## config.mk

```make
export PLATFORM = sky130hd
export DESIGN_NAME = proc_run_ctrl
export DESIGN_NICKNAME = d
export VERILOG_FILES = /design/src/rtl/proc_ctrl_pkg.sv /design/src/rtl/run_watchdog.sv /design/src/rtl/proc_run_ctrl.sv
export SDC_FILE = /design/constraint.sdc
export NUM_CORES = 1
export LEC_CHECK = 0
export CORE_AREA = 2 2 159 161
export DETAILED_ROUTE_END_ITERATION = 10
export DIE_AREA = 0 0 161 163
export GPL_TIMING_DRIVEN = 0
export PLACE_DENSITY = 0.81
export SETUP_SLACK_MARGIN = 0.05
export SLEW_MARGIN = 20
export SYNTH_ARGS = -nofsm -noshare
export SYNTH_HDL_FRONTEND = slang
export SYNTH_SLANG_ARGS = --single-unit
```

## constraint.sdc

```tcl
create_clock -name CLK -period 2.9 [get_ports CLK]
set_input_delay 0.58 -clock CLK [delete_from_list [all_inputs] [get_ports CLK]]
set_output_delay 0.58 -clock CLK [all_outputs]
set_load 0.01 [all_outputs]
```

## src/rtl/proc_ctrl_pkg.sv

```systemverilog
// Shared definitions for the run sequencer that sits beside the single-cycle core.
// State encoding, default timing constants and the PC width.
package proc_ctrl_pkg;

    localparam int PC_W             = 64;
    localparam int DEF_RESET_CYCLES = 2;
    localparam int DEF_WATCHDOG_MAX = 255;

    typedef enum logic [2:0] {
        ST_IDLE,
        ST_HOLD,
        ST_RUN,
        ST_DONE,
        ST_TIMEOUT
    } run_state_e;

endpackage

```

## src/rtl/run_watchdog.sv

```systemverilog
// Saturating RUN-cycle counter.
// The expired output flags that the count has reached MAX.
module run_watchdog #(
    parameter int CNT_W = 16,
    parameter int MAX   = 255
) (
    input  logic             clk,
    input  logic             reset,
    input  logic             clr,
    input  logic             en,
    output logic [CNT_W-1:0] count,
    output logic             expired
);

    localparam logic [CNT_W-1:0] MAX_C = CNT_W'(MAX);

    logic [CNT_W-1:0] count_q;

    always_ff @(posedge clk) begin
        if (reset || clr) begin
            count_q <= '0;
        end else if (en && (count_q != MAX_C)) begin
            count_q <= count_q + 1'b1;
        end
    end

    assign count   = count_q;
    assign expired = (count_q == MAX_C);

endmodule

```

## src/rtl/proc_run_ctrl.sv

```systemverilog
// Run sequencer: holds the core in reset, releases it at start_pc, and judges
// the run by end address, writeback value and a RUN-cycle watchdog.
//
//   state      | meaning
//   -----------+--------------------------------------------------------
//   ST_IDLE    | core held in reset, waiting for start
//   ST_HOLD    | core held in reset for RESET_CYCLES with new start PC
//   ST_RUN     | core running, watching currentpc and the watchdog
//   ST_DONE    | end PC reached, pass holds the compare result
//   ST_TIMEOUT | watchdog expired before the end PC was reached
module proc_run_ctrl
    import proc_ctrl_pkg::*;
#(
    parameter int RESET_CYCLES = DEF_RESET_CYCLES,
    parameter int WATCHDOG_MAX = DEF_WATCHDOG_MAX,
    parameter int CNT_W        = 16
) (
    input  logic             CLK,
    input  logic             reset,
    input  logic             start,
    input  logic             abort,
    input  logic [PC_W-1:0]  start_pc,
    input  logic [PC_W-1:0]  end_pc,
    input  logic [PC_W-1:0]  expected,
    input  logic [PC_W-1:0]  currentpc,
    input  logic [PC_W-1:0]  MemtoRegOut,
    output logic             core_resetl,
    output logic [PC_W-1:0]  core_startpc,
    output logic             busy,
    output logic             done,
    output logic             pass,
    output logic             timeout,
    output logic [CNT_W-1:0] cycle_count
);

    localparam int HOLD_W = (RESET_CYCLES > 1) ? $clog2(RESET_CYCLES) : 1;
    localparam logic [HOLD_W-1:0] HOLD_INIT = HOLD_W'(RESET_CYCLES - 1);

    run_state_e        state_q;
    logic [HOLD_W-1:0] hold_q;
    logic [PC_W-1:0]   end_q;
    logic [PC_W-1:0]   exp_q;
    logic              core_resetl_q;
    logic [PC_W-1:0]   core_startpc_q;
    logic              busy_q;
    logic              done_q;
    logic              pass_q;
    logic              timeout_q;

    logic accept_start;
    logic complete;
    logic wd_en;
    logic wd_expired;

    assign accept_start = start && (state_q inside {ST_IDLE, ST_DONE, ST_TIMEOUT});
    assign complete     = (currentpc >= end_q);
    // Count is frozen on the completing cycle and on abort.
    assign wd_en        = (state_q == ST_RUN) && !abort && !complete;

    run_watchdog #(
        .CNT_W (CNT_W),
        .MAX   (WATCHDOG_MAX)
    ) u_watchdog (
        .clk     (CLK),
        .reset   (reset),
        .clr     (accept_start),
        .en      (wd_en),
        .count   (cycle_count),
        .expired (wd_expired)
    );

    always_ff @(posedge CLK) begin
        if (reset) begin
            state_q        <= ST_IDLE;
            hold_q         <= '0;
            end_q          <= '0;
            exp_q          <= '0;
            core_resetl_q  <= 1'b0;
            core_startpc_q <= '0;
            busy_q         <= 1'b0;
            done_q         <= 1'b0;
            pass_q         <= 1'b0;
            timeout_q      <= 1'b0;
        end else begin
            case (state_q)
                ST_IDLE, ST_DONE, ST_TIMEOUT: begin
                    if (start) begin
                        state_q        <= ST_HOLD;
                        hold_q         <= HOLD_INIT;
                        core_startpc_q <= start_pc;
                        end_q          <= end_pc;
                        exp_q          <= expected;
                        core_resetl_q  <= 1'b0;
                        busy_q         <= 1'b1;
                        done_q         <= 1'b0;
                        pass_q         <= 1'b0;
                        timeout_q      <= 1'b0;
                    end
                end
                ST_HOLD: begin
                    if (abort) begin
                        state_q       <= ST_IDLE;
                        core_resetl_q <= 1'b0;
                        busy_q        <= 1'b0;
                        pass_q        <= 1'b0;
                        timeout_q     <= 1'b0;
                    end else if (hold_q == '0) begin
                        state_q       <= ST_RUN;
                        core_resetl_q <= 1'b1;
                    end else begin
                        hold_q <= hold_q - 1'b1;
                    end
                end
                ST_RUN: begin
                    if (abort) begin
                        state_q       <= ST_IDLE;
                        core_resetl_q <= 1'b0;
                        busy_q        <= 1'b0;
                        pass_q        <= 1'b0;
                        timeout_q     <= 1'b0;
                    end else if (complete) begin
                        state_q       <= ST_DONE;
                        core_resetl_q <= 1'b0;
                        busy_q        <= 1'b0;
                        done_q        <= 1'b1;
                        pass_q        <= (MemtoRegOut == exp_q);
                    end else if (wd_expired) begin
                        state_q       <= ST_TIMEOUT;
                        core_resetl_q <= 1'b0;
                        busy_q        <= 1'b0;
                        done_q        <= 1'b1;
                        pass_q        <= 1'b0;
                        timeout_q     <= 1'b1;
                    end
                end
                default: begin
                    state_q       <= ST_IDLE;
                    core_resetl_q <= 1'b0;
                    busy_q        <= 1'b0;
                    done_q        <= 1'b0;
                end
            endcase
        end
    end

    assign core_resetl  = core_resetl_q;
    assign core_startpc = core_startpc_q;
    assign busy         = busy_q;
    assign done         = done_q;
    assign pass         = pass_q;
    assign timeout      = timeout_q;

endmodule
```

==> flow_summary.ini <==
[status]
run_status = complete, no violations

[synthesis]
ys_async_sr_fraction_pct = 0
synth.ff_latch_count = 217
dominantRegCellSynth = dfxtp_1
synth-edff-count = 0
simple_logic_cell_fraction_of_the_synthesized_area_pct = 22.2
proportion_of_synthesized_area_in_mux_cells_pct = 0.0993
synth_xor_xnor_area_share_pct = 5.65
post_synth_fa_ha_maj_area_fraction_pct = 8.07
synthesis.area_per_instance_um2 = 7.69
syn-cell-area_um2 = 10100
proportion_of_synthesized_chip_area_in_sequential_cells_pct = 43.1
synth_cell_type_count = 47
compound_gate_portion_of_the_synthesized_area_pct = 15.4
total_nets_after_synthesis = 1699
postSynthCellCount = 1310
largest_family_of_logic_cells_by_synthesized_area = simple AND/OR/NAND/NOR gates
ys.warnings.count = 0

[clock_tree]
clk_pin_slew_ns = 0.05
tritoncts = yes
cts-root-buf = clkbuf_16
clock_tree.buffer_depth = 3
cts_inserted_buffers = 26
cts.sinks = 217
clkLatencyLatePin_ns = 0.53
cts-htree-levels = 1

[finish]
postLayoutCoreUtil_pct = 63.7
drive_gt1_share_pct = 4.97
layout-area-overhead-vs-synth_pct = 56.0
fillerInstances = 2117
final_design_area_no_fill_um2 = 15700
nNetsFinal = 2142

[setup_path]
critPathCaptureType = flop
worstSetupStartpointType = primary input
worst-endpoint-required_ns = 3.35
worstPathCellList = clkdlybuf4s50_1 > ha_1 > a21oi_1 > o21ai_0 > a221oi_1 > a21oi_4 > a211oi_4 > nand3_2 > buf_6 > or4_4 > nand2_2
cp_num_buf_inv = 2
arrival_ns = 3.26
max_stage_delay_cell_worst_path = or4_4
critical_path.max_stage_delay_ns = 0.48
crit_family = compound AO/OA/AOI/OAI gates
kind_of_critical_path = in2reg
timing.critical_path.fanout_max = 5

[drt]
drc_violation_count_after_routing = 0
routed_via_density = 4.99
post_drt_wl_per_cell_um = 16.5
route.final.wire_length_um = 34700
final_antenna_net_count = 0
iter_0_drt_violations = 552
vias = 10500
drt_pre_antenna_iters = 5

[floorplanning]
die_boundary_width_um = 161
die_h_um = 163
initial_core_util_pct = 40.8
pin_count = 409
rows = 58
core_area_um2 = 24700
dieArea_um2 = 26200

[worst_hold_path]
holdCritPathClass = reg2reg

[grt]
grt-ovfl-total = 0
grt_start_max_net_pins = 13
via_count_of_the_first_global_routing_pass = 10200
global_route_wire_length_before_repair_um = 51100
grt_util_all_layers_pct = 24.5
grt_antenna_before_repair = 1

[power_and_ir_drop]
power.share.sequential_pct = 36.2
design_power_total_uw = 10400
ir_worst_vdd_mv = 0.602
p_leak_uw = 0.00596
power_frac_comb_pct = 33.1
intPower_uw = 6880
switching_share_pct = 33.7
total_switching_power_uw = 3500
p_clk_share_pct = 30.7
powerDensity_nw_per_um2 = 660

[timing]
timing.setup.tns_ns = 0
tightest_slew_ns = 0.781
timing.final.setup_violations = 0
period_needed_ns = 2.81
achievable-frequency_mhz = 356
worst_clock_skew_ns = 0.0159
final_hold_viol_count = 0
layout_worst_path_cycle_share_pct = 96.9
grt_setup_unrepaired = yes
drv_slew = 0
timing.max_slew.rel_slack_pct = 47.9

[place]
port-buffer-count = 408
placedInstanceArea_um2 = 14600
dp.final_hpwl_um = 27200
gp_congestion = 0.898

[run]
maxCapViolCount = 0
-- power by group through the flow --
stage / clock (uW) / combinational (uW) / sequential (uW)
3_5_place_dp: 0 / 3320 / 3820
2_1_floorplan: 0 / 1820 / 3820
5_1_grt: 3370 / 3800 / 3810
6_report: 3180 / 3440 / 3760
4_1_cts: 3250 / 3360 / 3760
3_3_place_gp: 0 / 3240 / 3790
-- cell usage in the layout (no fill, tap or decap), types with 9 or more instances in the layout --
cell type        count
clkbuf_16           27
nor2_1              13
nand2_1            425
clkdlybuf4s50_1    401
clkbuf_1            72
inv_1               69
dfxtp_1            217
a21oi_1            220
xor2_1              42
xnor2_1             23
nand4_1             22
ha_1                56
nor4_1              15
ha_4                 9
o211ai_1            11
nand3_1             15
o21ai_0             14
-- synth_stat cells (2+ instances only) --
cell,number,area [um2]
a21boi_0,2,15.0
nand2_1,427,1600
nand3_1,16,80.1
ha_1,65,813
nor4_1,17,106
xnor2_1,23,201
inv_1,70,263
a211oi_2,2,25.0
dfxtp_1,217,4340
o21ai_0,17,85.1
and3_1,5,31.3
xor2_1,42,368
clkbuf_1,67,251
a21o_1,2,15.0
nor3_1,5,25.0
nor2_1,15,56.3
buf_2,3,15.0
or4_1,9,67.6
nand2b_1,2,12.5
o211ai_1,11,82.6
o21bai_1,2,15.0
and4_1,2,17.5
o21ai_1,2,10.0
nor2b_1,2,12.5
a21oi_1,226,1130
and2_1,5,31.3
a211oi_1,2,15.0
a31oi_1,4,25.0
or3_1,6,37.5
o22ai_1,2,12.5
a221oi_1,2,17.5
nand4_1,22,138
buf_1,2,7.51
-- kinds of logic after synthesis --
logic type / count (synthesis)
AOI/OAI and AO/OA: 283
xor gates and xnor gates: 65
adders and majority gates: 65
buffers and inverters: 143
DFF: 217
muxes: 1
and+or+nand+nor: 536
-- state kept, by name, summed over array words and instances, names as in the netlist --
register and cells:
pass 1, exp_q 64, done 1, u_watchdog.count 16, timeout 1, busy 1
core_resetl 1, end_q 64, hold_q 1, core_startpc 64, state_q 3
-- path summary, 6_finish.rpt --
kind | startpoint | end | slack (ns) | cells past startpoint
worst max-delay path | currentpc[27] | u_watchdog.count[5] | 0.09 | 11
worst min-delay path | end_q[32] | end_q[32] | 0.45 | 2
worst max register to register | end_q[9] | u_watchdog.count[5] | 0.15 | 11
worst min register to register | end_q[32] | end_q[32] | 0.45 | 2
-- metrics by stage --
stage	hold WS, ns	instances	setup slack [ns]
after floorplan	0.436	1310	0.235
after detailed placement	0.447	2048	-0.891
after CTS	0.455	2096	0.0522
final	0.452	2102	0.0903
after global routing	0.468	2102	0.00276
after global placement	0.441	2048	-0.820
-- routing by layer --
| layer | GRT usage (%) | part of all wire (%) | up-vias |
|---|---|---|---|
| met5 | 0 | 0 | - |
| met3 | 5.58 | 6.8 | 103 |
| li1 | - | - | 5246 |
| met4 | 13.7 | 5.6 | 0 |
| met1 | 27.4 | 38 | 4761 |
| met2 | 43.4 | 49 | 379 |
-- final cells by class --
| cell class | count | area, um2 | share of cell area, % |
|---|---|---|---|
| antenna | 1 | 2.50 | 0.0159 |
| buffer | 73 | 298 | 1.89 |
| clock buffer | 36 | 719 | 4.58 |
| clock inverter | 10 | 106 | 0.676 |
| inverter | 70 | 263 | 1.67 |
| multi-input combinational | 950 | 5420 | 34.4 |
| sequential | 217 | 4340 | 27.6 |
| tap | 330 | 413 | 2.63 |
| timing repair buffer | 415 | 4160 | 26.5 |
-- timing repair --
action                                  4_1_cts  5_1_grt
endpoints found under the setup margin       22      128
setup buffers                                 2        4
gates cloned                                  0        1
hold buffers                                  0        0
pin swaps                                     4       27
gates resized for setup                       9       49
-- worst min-delay path, delay by kind of cell, from the launching register on --
family	cells	cell delay, ns
compound gates	1	0.05
flops	1	0.30
simple gates	1	0.05
Note: power is estimated with default switching activity, not from simulation.
